File: src/rtl/hci_ecc_scrubber.sv
// hci_ecc_scrubber: background read/correct/write-back scrubber for one TCDM bank.
// Define HCI_ECC_SCRUBBER_VERIFY_EN to re-read each written-back word.
module hci_ecc_scrubber #(
    parameter int unsigned BankWords = 256,
    parameter int unsigned DW        = 32,
    parameter int unsigned IntW      = 16
) (
    input  logic                         clk_i,
    input  logic                         rst_ni,
    input  logic                         scrub_en_i,
    input  logic [IntW-1:0]              interval_i,
    output logic                         scrub_req_o,
    input  logic                         scrub_gnt_i,
    output logic                         scrub_wen_o,
    output logic [$clog2(BankWords)-1:0] scrub_add_o,
    output logic [DW-1:0]                scrub_wdata_o,
    input  logic                         scrub_r_valid_i,
    input  logic [DW-1:0]                ecc_corr_data_i,
    input  logic                         ecc_single_err_i,
    input  logic                         ecc_multi_err_i,
    output logic                         correctable_err_o,
    output logic                         uncorrectable_err_o,
    output logic                         pass_done_o,
    output logic                         busy_o
);

    localparam int unsigned AW = $clog2(BankWords);

    typedef enum logic [2:0] {
        IDLE,
        WAIT,
        RD_REQ,
        RD_RSP,
        WB_REQ,
        NEXT
`ifdef HCI_ECC_SCRUBBER_VERIFY_EN
        ,
        VF_REQ,
        VF_RSP
`endif
    } state_e;

    state_e          state_q, state_d;
    logic [AW-1:0]   ptr_q, ptr_d;
    logic [IntW-1:0] cnt_q, cnt_d;
    logic [DW-1:0]   wdata_q, wdata_d;
    logic            corr_q, corr_d;
    logic            unc_q, unc_d;
    logic            last_word;
    state_e          reload_st;

    assign last_word = (ptr_q == AW'(BankWords - 1));
    // A zero interval skips WAIT entirely
    assign reload_st = (interval_i == '0) ? RD_REQ : WAIT;

    always_comb begin
        state_d     = state_q;
        ptr_d       = ptr_q;
        cnt_d       = cnt_q;
        wdata_d     = wdata_q;
        corr_d      = 1'b0;
        unc_d       = 1'b0;
        scrub_req_o = 1'b0;
        scrub_wen_o = 1'b0;
        pass_done_o = 1'b0;
        unique case (state_q)
            IDLE: begin
                if (scrub_en_i) begin
                    cnt_d   = interval_i;
                    state_d = reload_st;
                end
            end
            WAIT: begin
                cnt_d = cnt_q - IntW'(1);
                if (cnt_q <= IntW'(1)) begin
                    state_d = RD_REQ;
                end
            end
            RD_REQ: begin
                scrub_req_o = 1'b1;
                scrub_wen_o = 1'b1;
                if (scrub_gnt_i) begin
                    state_d = RD_RSP;
                end
            end
            RD_RSP: begin
                if (scrub_r_valid_i) begin
                    if (ecc_multi_err_i) begin
                        unc_d   = 1'b1;
                        state_d = NEXT;
                    end else if (ecc_single_err_i) begin
                        wdata_d = ecc_corr_data_i;
                        corr_d  = 1'b1;
                        state_d = WB_REQ;
                    end else begin
                        state_d = NEXT;
                    end
                end
            end
            WB_REQ: begin
                scrub_req_o = 1'b1;
                if (scrub_gnt_i) begin
`ifdef HCI_ECC_SCRUBBER_VERIFY_EN
                    state_d = VF_REQ;
`else
                    state_d = NEXT;
`endif
                end
            end
`ifdef HCI_ECC_SCRUBBER_VERIFY_EN
            VF_REQ: begin
                scrub_req_o = 1'b1;
                scrub_wen_o = 1'b1;
                if (scrub_gnt_i) begin
                    state_d = VF_RSP;
                end
            end
            VF_RSP: begin
                // Any flag after a write-back points at a stuck bit
                if (scrub_r_valid_i) begin
                    unc_d   = ecc_single_err_i | ecc_multi_err_i;
                    state_d = NEXT;
                end
            end
`endif
            NEXT: begin
                ptr_d       = last_word ? '0 : ptr_q + AW'(1);
                pass_done_o = last_word;
                if (scrub_en_i) begin
                    cnt_d   = interval_i;
                    state_d = reload_st;
                end else begin
                    state_d = IDLE;
                end
            end
            default: state_d = IDLE;
        endcase
    end

    always_ff @(posedge clk_i or negedge rst_ni) begin
        if (!rst_ni) begin
            state_q <= IDLE;
            ptr_q   <= '0;
            cnt_q   <= '0;
            wdata_q <= '0;
            corr_q  <= 1'b0;
            unc_q   <= 1'b0;
        end else begin
            state_q <= state_d;
            ptr_q   <= ptr_d;
            cnt_q   <= cnt_d;
            wdata_q <= wdata_d;
            corr_q  <= corr_d;
            unc_q   <= unc_d;
        end
    end

    assign scrub_add_o         = ptr_q;
    assign scrub_wdata_o       = wdata_q;
    assign correctable_err_o   = corr_q;
    assign uncorrectable_err_o = unc_q;
    assign busy_o              = (state_q != IDLE);

endmodule
File: config.mk
export PLATFORM = sky130hd
export DESIGN_NAME = hci_ecc_scrubber
export DESIGN_NICKNAME = d
export VERILOG_FILES = /design/src/rtl/hci_ecc_scrubber.sv
export SDC_FILE = /design/constraint.sdc
export NUM_CORES = 1
export LEC_CHECK = 0
export CORE_MARGIN = 10
export CORE_UTILIZATION = 46
export CTS_CLUSTER_DIAMETER = 80
export DETAILED_ROUTE_END_ITERATION = 16
export PLACE_DENSITY = 0.84
export SETUP_SLACK_MARGIN = 0.02
export SLEW_MARGIN = 25
export SYNTH_ARGS = -nofsm -noshare
export SYNTH_HDL_FRONTEND = slang
export SYNTH_SLANG_ARGS = --single-unit
File: constraint.sdc
create_clock -name clk_i -period 1.9 [get_ports clk_i]
set_input_delay 0.57 -clock clk_i [delete_from_list [all_inputs] [get_ports clk_i]]
set_output_delay 0.57 -clock clk_i [all_outputs]
set_load 0.01 [all_outputs]
==> results of run 1 <==
[how the worst max path moves through the flow]
stage               cells after the start      startpoint           to  slack, ns
global placement                        5  interval_i[11]   state_q[1]      -0.25
floorplan                               3      state_q[1]  pass_done_o       0.04
finish                                  4  scrub_add_o[3]  pass_done_o      -0.22
detailed placement                      4  scrub_add_o[3]  pass_done_o      -0.36
CTS                                     4      state_q[2]  pass_done_o       -0.1
global route                            4  scrub_add_o[4]  pass_done_o      -0.25
[where the power goes]
group	total, W	switching, W	internal (W)	leakage, nW
logic	0.00414	0.00183	0.00230	1.36
registers	0.00230	0.000448	0.00185	0.760
clock network	0.00131	0.000564	0.000745	0.110
[layout by cell type (no fill, tap or decap), types with 4 or more instances in the layout]
master           synthesis  final
inv_1                    8      7
nand2_1                 20     18
buf_2                    8      5
xnor2_1                  5      5
nand4_1                  5      5
nand3_1                  9      9
buf_12                   0      7
mux2_4                   0     32
o22ai_1                  6      6
clkbuf_8                 0      9
a2bb2oi_1                6      6
nor4_2                   1      4
a21oi_1                 16     14
buf_4                    1     41
clkdlybuf4s50_1          0     86
a21oi_2                  2      4
o21ai_0                 15     15
dfrtp_1                 61     61
buf_6                    3      6
nand2_2                  2      4
nor2_1                  25     24
dlygate4sd2_1            0      8
[final cells by class]
type                       instances  share of cell area [%]
multi-input combinational        196                   31.39
timing repair buffer             157                   31.14
clock inverter                     7                   1.975
inverter                           8                  0.5999
tap                               77                   1.925
sequential                        61                   30.49
clock buffer                       9                   2.474
[per-layer routing]
| metal | routed length [um] | vias up | track usage, % |
|---|---|---|---|
| met2 | 5450 | 148 | 28.91 |
| met4 | 264 | 0 | 6.217 |
| met3 | 846 | 24 | 4.321 |
| met5 | 0 | - | 0 |
| li1 | - | 1313 | - |
| met1 | 4379 | 1437 | 20.36 |
[state kept, by name, summed over array words and instances, names as in the netlist]
register,count
correctable_err_o,1
scrub_add_o,8
uncorrectable_err_o,1
cnt_q,16
state_q,3
scrub_wdata_o,32
[cells by family after synthesis]
group | after synthesis | synth area share (%)
and+or+nand+nor | 88 | 16.48
AOI/OAI and AO/OA | 67 | 14.16
DFF | 61 | 50.52
muxes | 32 | 11.93
buffers and inverters | 22 | 3.934
xor gates and xnor gates | 6 | 1.739
adders and majority gates | 3 | 1.242
[metrics by stage]
stage                     power (W)  cell area [um^2]  hold WS (ns)  setup TNS [ns]  utilization [%]
after floorplan            0.004086              3022        0.2744               0                -
after global placement     0.005734              4410        0.4672          -8.474            69.46
after detailed placement   0.005911              4410        0.4737          -10.27            69.46
after CTS                  0.007307              4702        0.2474         -0.2661            74.05
after global routing       0.008145              5006        0.2532          -3.018            78.84
final                      0.007747              5006        0.2291          -2.185            78.84
[what timing repair did]
item / 4_1_cts / 5_1_grt
gates resized for setup: 34 / 50
setup endpoints to repair: 14 / 44
buffers inserted: 5 / 5
cloned: 0 / 4
hold buffers: 0 / 0
pin swaps: 3 / 6
==> results.ini, run 1 <==
[clock_network]
cts_tree = built
cts_buffer_depth = 2
h-tree-depth = 3
clkTransAtPathRegs_ns = 0.08
cts-root-buf = clkbuf_8
cts-buffers-inserted = 9
clock-sinks = 61
insertion_delay_ns = 0.34

[yosys]
yosysMostFrequentCell = dfrtp_1
yosys_warnings = 0
synth_commonest_cells = dfrtp_1, mux2_2, nor2_1
yosysTopAreaCell = dfrtp_1
syn_avg_cell_area_um2 = 10.83
netlist_area_um2 = 3022
synth_nets = 337
ys_seq_area_share_pct = 50.52
synth.top_cell.area_share_pct = 50.52
synth_edf_count = 0
synthFlopType = dfrtp_1
yosysUniqueCellTypes = 55
syn-instance-count = 279
synth_seq_cells = 61
synthArstFlopShare_pct = 100.0
synth_area_leaders = dfrtp_1, mux2_2, nor2_1, a21oi_1, nand2_1

[layout]
diodes = 0
register_area_um2 = 1526
final_layout_size_suffix_gt1_share_pct = 31.96
fin_nets = 491
instances_no_fill = 515
nFillCells = 352
area_growth_pct = 65.67
multi_input_area_um2 = 1572

[detailed_routing]
via_per_inst = 5.674
drc = 0
detail-route-antenna-nets = 0
drt_iter0_markers = 133
vias = 2922
drt-total-wl_um = 10940
drt_first_pass_iters = 4
wl_per_cell_um = 21.24

[global_routing]
grt_first_pass_wirelength_um = 14030
grt_pass1_vias = 2752
grt_max_degree = 62
grt_usage_pct = 17.08
grt_antenna_before_repair = 0
grt_overflow_total = 0

[setup_path]
reg2reg_depth = 8
endpoint_kind = primary output
crit_slowest_cell = dfrtp_1
crit_chain = nand4_1 > or2_4 > nor3_4 > buf_2
required_ns = 1.33
path_class = flop to primary output
critPathMaxStageDelay_ns = 0.37
reg2reg_to = scrub_wdata_o[5]
start_kind = flop
r2r-start = state_q[2]
path_max_fanout = 3
cp.arrival_ns = 1.55
critPathTopFamily = simple AND/OR/NAND/NOR gates
crit_buf_inv = 1
r2r_slack_ns = -0.10

[floorplanning]
core_um2 = 6350
start_util_pct = 47.59
die_w_um = 101.1
fp.dieArea_um2 = 10210
rows = 29
io_pins = 101
die_y_um = 101.1

[timing]
maxSlewViolCount = 0
clock_skew_ns = 0.009379
tightestPinTransition_ns = 0.4261
slew-limit-headroom_pct = 71.33
min_period_over_period_pct = 111.8
min_period_ns = 2.125
fmax_mhz = 470.7
finalWorstSetupSlack_ns = -0.2245
hold_viol = 0
finalSetupViolCount = 35
grt_setup_unrepaired = yes

[placed_design]
routabilityCongestion = 0.8340
place_inst = 485
post-place-ws_ns = -0.3575
hpwl_um = 6886
port_buffers = 100

[run]
maxCapViolCount = 0

[power_and_ir_drop]
irDropWorstVdd_mv = 0.9506
power.leakage_nw = 2.229
powerDensity_nw_per_um2 = 1547

[run_status]
status = complete, but fails checks
violations = negative setup slack

[min_path]
hp-class = input port to async pin

No activity file was read; power rests on OpenSTA's default activity.
==> inputs of run 2 (changes only) <==
Settings changed: ABC_CLOCK_PERIOD_IN_PS set to 2700, CORE_UTILIZATION 46 to 49, PLACE_DENSITY 0.84 to 0.89.
Clock period 1.9 ns to 2.7 ns, I/O delays scaled along.
==> run 2 against run 1 <==
  * Final cell count down 9.5%
  * Sequential power shrank 29%
  * Sequential cell count stayed put
  * Largest cell class is now sequential cells
  * First-iteration DRC count decreased by 11%
  * Utilization fell by 5.8 points
  * Count of clock-buffer cells in the layout grew 3
  * Combinational power is 47% lower
  * Final area is 13% lower
  * The flow now finishes without violations
  * Worst setup slack improved by 0.31 ns
  * Via count fell by 9.7%
==> results.ini, run 2 (synthesis results as in run 1) <==
[setup_path]
reg2reg_to = cnt_q[8]  ; was scrub_wdata_o[5]
r2r_slack_ns = 0.75  ; was -0.10 ns
endpoint_kind = primary output  ; unchanged
start_kind = flop  ; unchanged
crit_start = state_q[0]  ; was scrub_add_o[3]
path_class = flop to primary output  ; unchanged
required_ns = 1.89  ; was 1.33 ns
reg2reg_depth = 6  ; was 8
path_max_fanout = 11  ; was 3
r2r-start = state_q[0]  ; was state_q[2]
critPathCapture = busy_o  ; was pass_done_o
cp.arrival_ns = 1.80  ; was 1.55 ns

[layout]
diodes = 0  ; unchanged
area_growth_pct = 43.98  ; was 65.67%
nFillCells = 448  ; was 352
final_cell_mix = clkdlybuf4s50_1, dfrtp_1, mux2_2  ; was clkdlybuf4s50_1, dfrtp_1, buf_4
final_layout_size_suffix_gt1_share_pct = 18.16  ; was 31.96%
fin_area_um2 = 4350  ; was 5006 um^2
layout.cells.most_common = clkdlybuf4s50_1  ; unchanged
fin_nets = 444  ; was 491
largest_reg_flops = 32  ; unchanged

[timing]
fmax_mhz = 382.9
slew-limit-headroom_pct = 46.76  ; was 71.33%
min_period_ns = 2.612
finalSetupViolCount = 0  ; was 35
tightestPinTransition_ns = 0.7985  ; was 0.4261 ns
finalSetupTns_ns = 0  ; was -2.185 ns
whs_ns = 0.4207  ; was 0.2291 ns
clock_skew_ns = 0.007828  ; was 0.009379 ns
min_period_over_period_pct = 96.73
maxSlewViolCount = 0  ; unchanged
hold_viol = 0  ; unchanged
grt_setup_unrepaired = no  ; was yes

[placed_design]
place_area_um2 = 4090  ; was 4410 um^2
routabilityCongestion = 0.8600  ; was 0.8340
port_buffers = 100  ; unchanged
hpwl_um = 6199  ; was 6886 um

[detailed_routing]
drc = 0  ; unchanged
drt_first_pass_iters = 4  ; unchanged
via_per_inst = 5.663  ; was 5.674
vias = 2639  ; was 2922
drt-total-wl_um = 8243  ; was 10940 um
drt_iter0_markers = 119  ; was 133
wl_per_cell_um = 17.69  ; was 21.24 um
detail-route-antenna-nets = 0  ; unchanged

[clock_network]
cts_tree = built  ; unchanged
insertion_delay_ns = 0.33  ; was 0.34 ns
cts-buffers-inserted = 9  ; unchanged
clkTransAtPathRegs_ns = 0.07  ; was 0.08 ns
cts_buffer_depth = 2  ; unchanged
cts-root-buf = clkbuf_8  ; unchanged
clock-sinks = 61  ; unchanged
h-tree-depth = 3  ; unchanged

[global_routing]
grt_first_pass_wirelength_um = 13660  ; was 14030 um
grt_usage_pct = 16.97  ; was 17.08%
grt_overflow_total = 0  ; unchanged
grt_max_degree = 27  ; was 62
grt_pass1_vias = 2792  ; was 2752
grt_antenna_before_repair = 0  ; unchanged

[floorplanning]
io_pins = 101  ; unchanged
core_um2 = 5956  ; was 6350 um^2
fp.dieArea_um2 = 9707  ; was 10210 um^2
start_util_pct = 50.74  ; was 47.59%
rows = 28  ; was 29
die_y_um = 98.53  ; was 101.1 um
die_w_um = 98.53  ; was 101.1 um

[power_and_ir_drop]
powerDensity_nw_per_um2 = 1102  ; was 1547 nW/um^2
power.leakage_nw = 1.843  ; was 2.229 nW
power.total_w = 0.004793  ; was 0.007747 W
irDropWorstVdd_mv = 0.6320  ; was 0.9506 mV

[run_status]
status = completed  ; was complete, but fails checks

[min_path]
hp-class = input port to async pin  ; unchanged

[run]
maxCapViolCount = 0  ; unchanged

-- run 2: cell types whose count changed in the layout (fill, tap and decap cells not counted), sizes merged --
cell	delta
dlygate4sd2	-7
clkdlybuf4s50	+10
buf	-48
clkinvlp	-1
dlymetal6s2s	+1
inv	-1
clkinv	-2
bufinv	+1
-- run 2: report_power, final --
part	total (W)	internal (W)	switching [W]
logic	0.00218	0.00115	0.00103
registers	0.00163	0.00130	0.000321
clock network	0.000987	0.000638	0.000349
-- run 2: worst min path at each step --
stage                 startpoint           endpoint  slack, ns  cells past startpoint
3_3_place_gp   scrub_wdata_o[22]  scrub_wdata_o[22]       0.47                      1
4_1_cts                   rst_ni     scrub_add_o[2]       0.43                      1
3_5_place_dp    scrub_wdata_o[3]   scrub_wdata_o[3]       0.48                      1
5_1_grt                   rst_ni   scrub_wdata_o[3]       0.46                      1
2_1_floorplan           cnt_q[6]           cnt_q[6]       0.47                      2
6_report                  rst_ni   scrub_wdata_o[5]       0.42                      1
-- run 2: cell type report --
class	instances	area (um^2)	area share (%)
multi-input combinational	196	1384	31.81
tap	75	93.84	2.157
sequential	61	1528	35.12
timing repair buffer	110	1075	24.71
inverter	8	30.03	0.6903
clock buffer	12	145.1	3.336
clock inverter	4	95.09	2.186
-- run 2: per-stage QoR --
| step | setup slack (ns) | std cells | util, % |
|---|---|---|---|
| after floorplan | 0.5981 | 279 | - |
| after global placement | 0.1860 | 449 | 68.68 |
| after detailed placement | 0.1238 | 449 | 68.68 |
| after CTS | 0.03132 | 466 | 72.92 |
| after global routing | 0.02456 | 466 | 73.05 |
| final | 0.08837 | 466 | 73.05 |
-- run 2: metal layers --
layer,global-route usage [%],up-vias,share of wire (%),wire length (um)
li1,-,1227,-,-
met1,19.38,1288,41,3401
met2,28.74,104,50,4097
met3,5.028,20,7.1,585
met4,7.497,0,1.9,159
met5,0,-,0,0
-- run 2: repair_timing --
item,CTS,global route
endpoints found under the setup margin,2,2
gates resized for setup,3,3
hold buffers,0,0
setup buffers,1,0
pin swaps,0,0
-- run 2: worst max-delay path, stage by stage (launching register included) --
cell             delay (ns)
dfrtp_1                0.43
buf_4                  0.19
or3_1                  0.35
clkdlybuf4s50_1        0.50
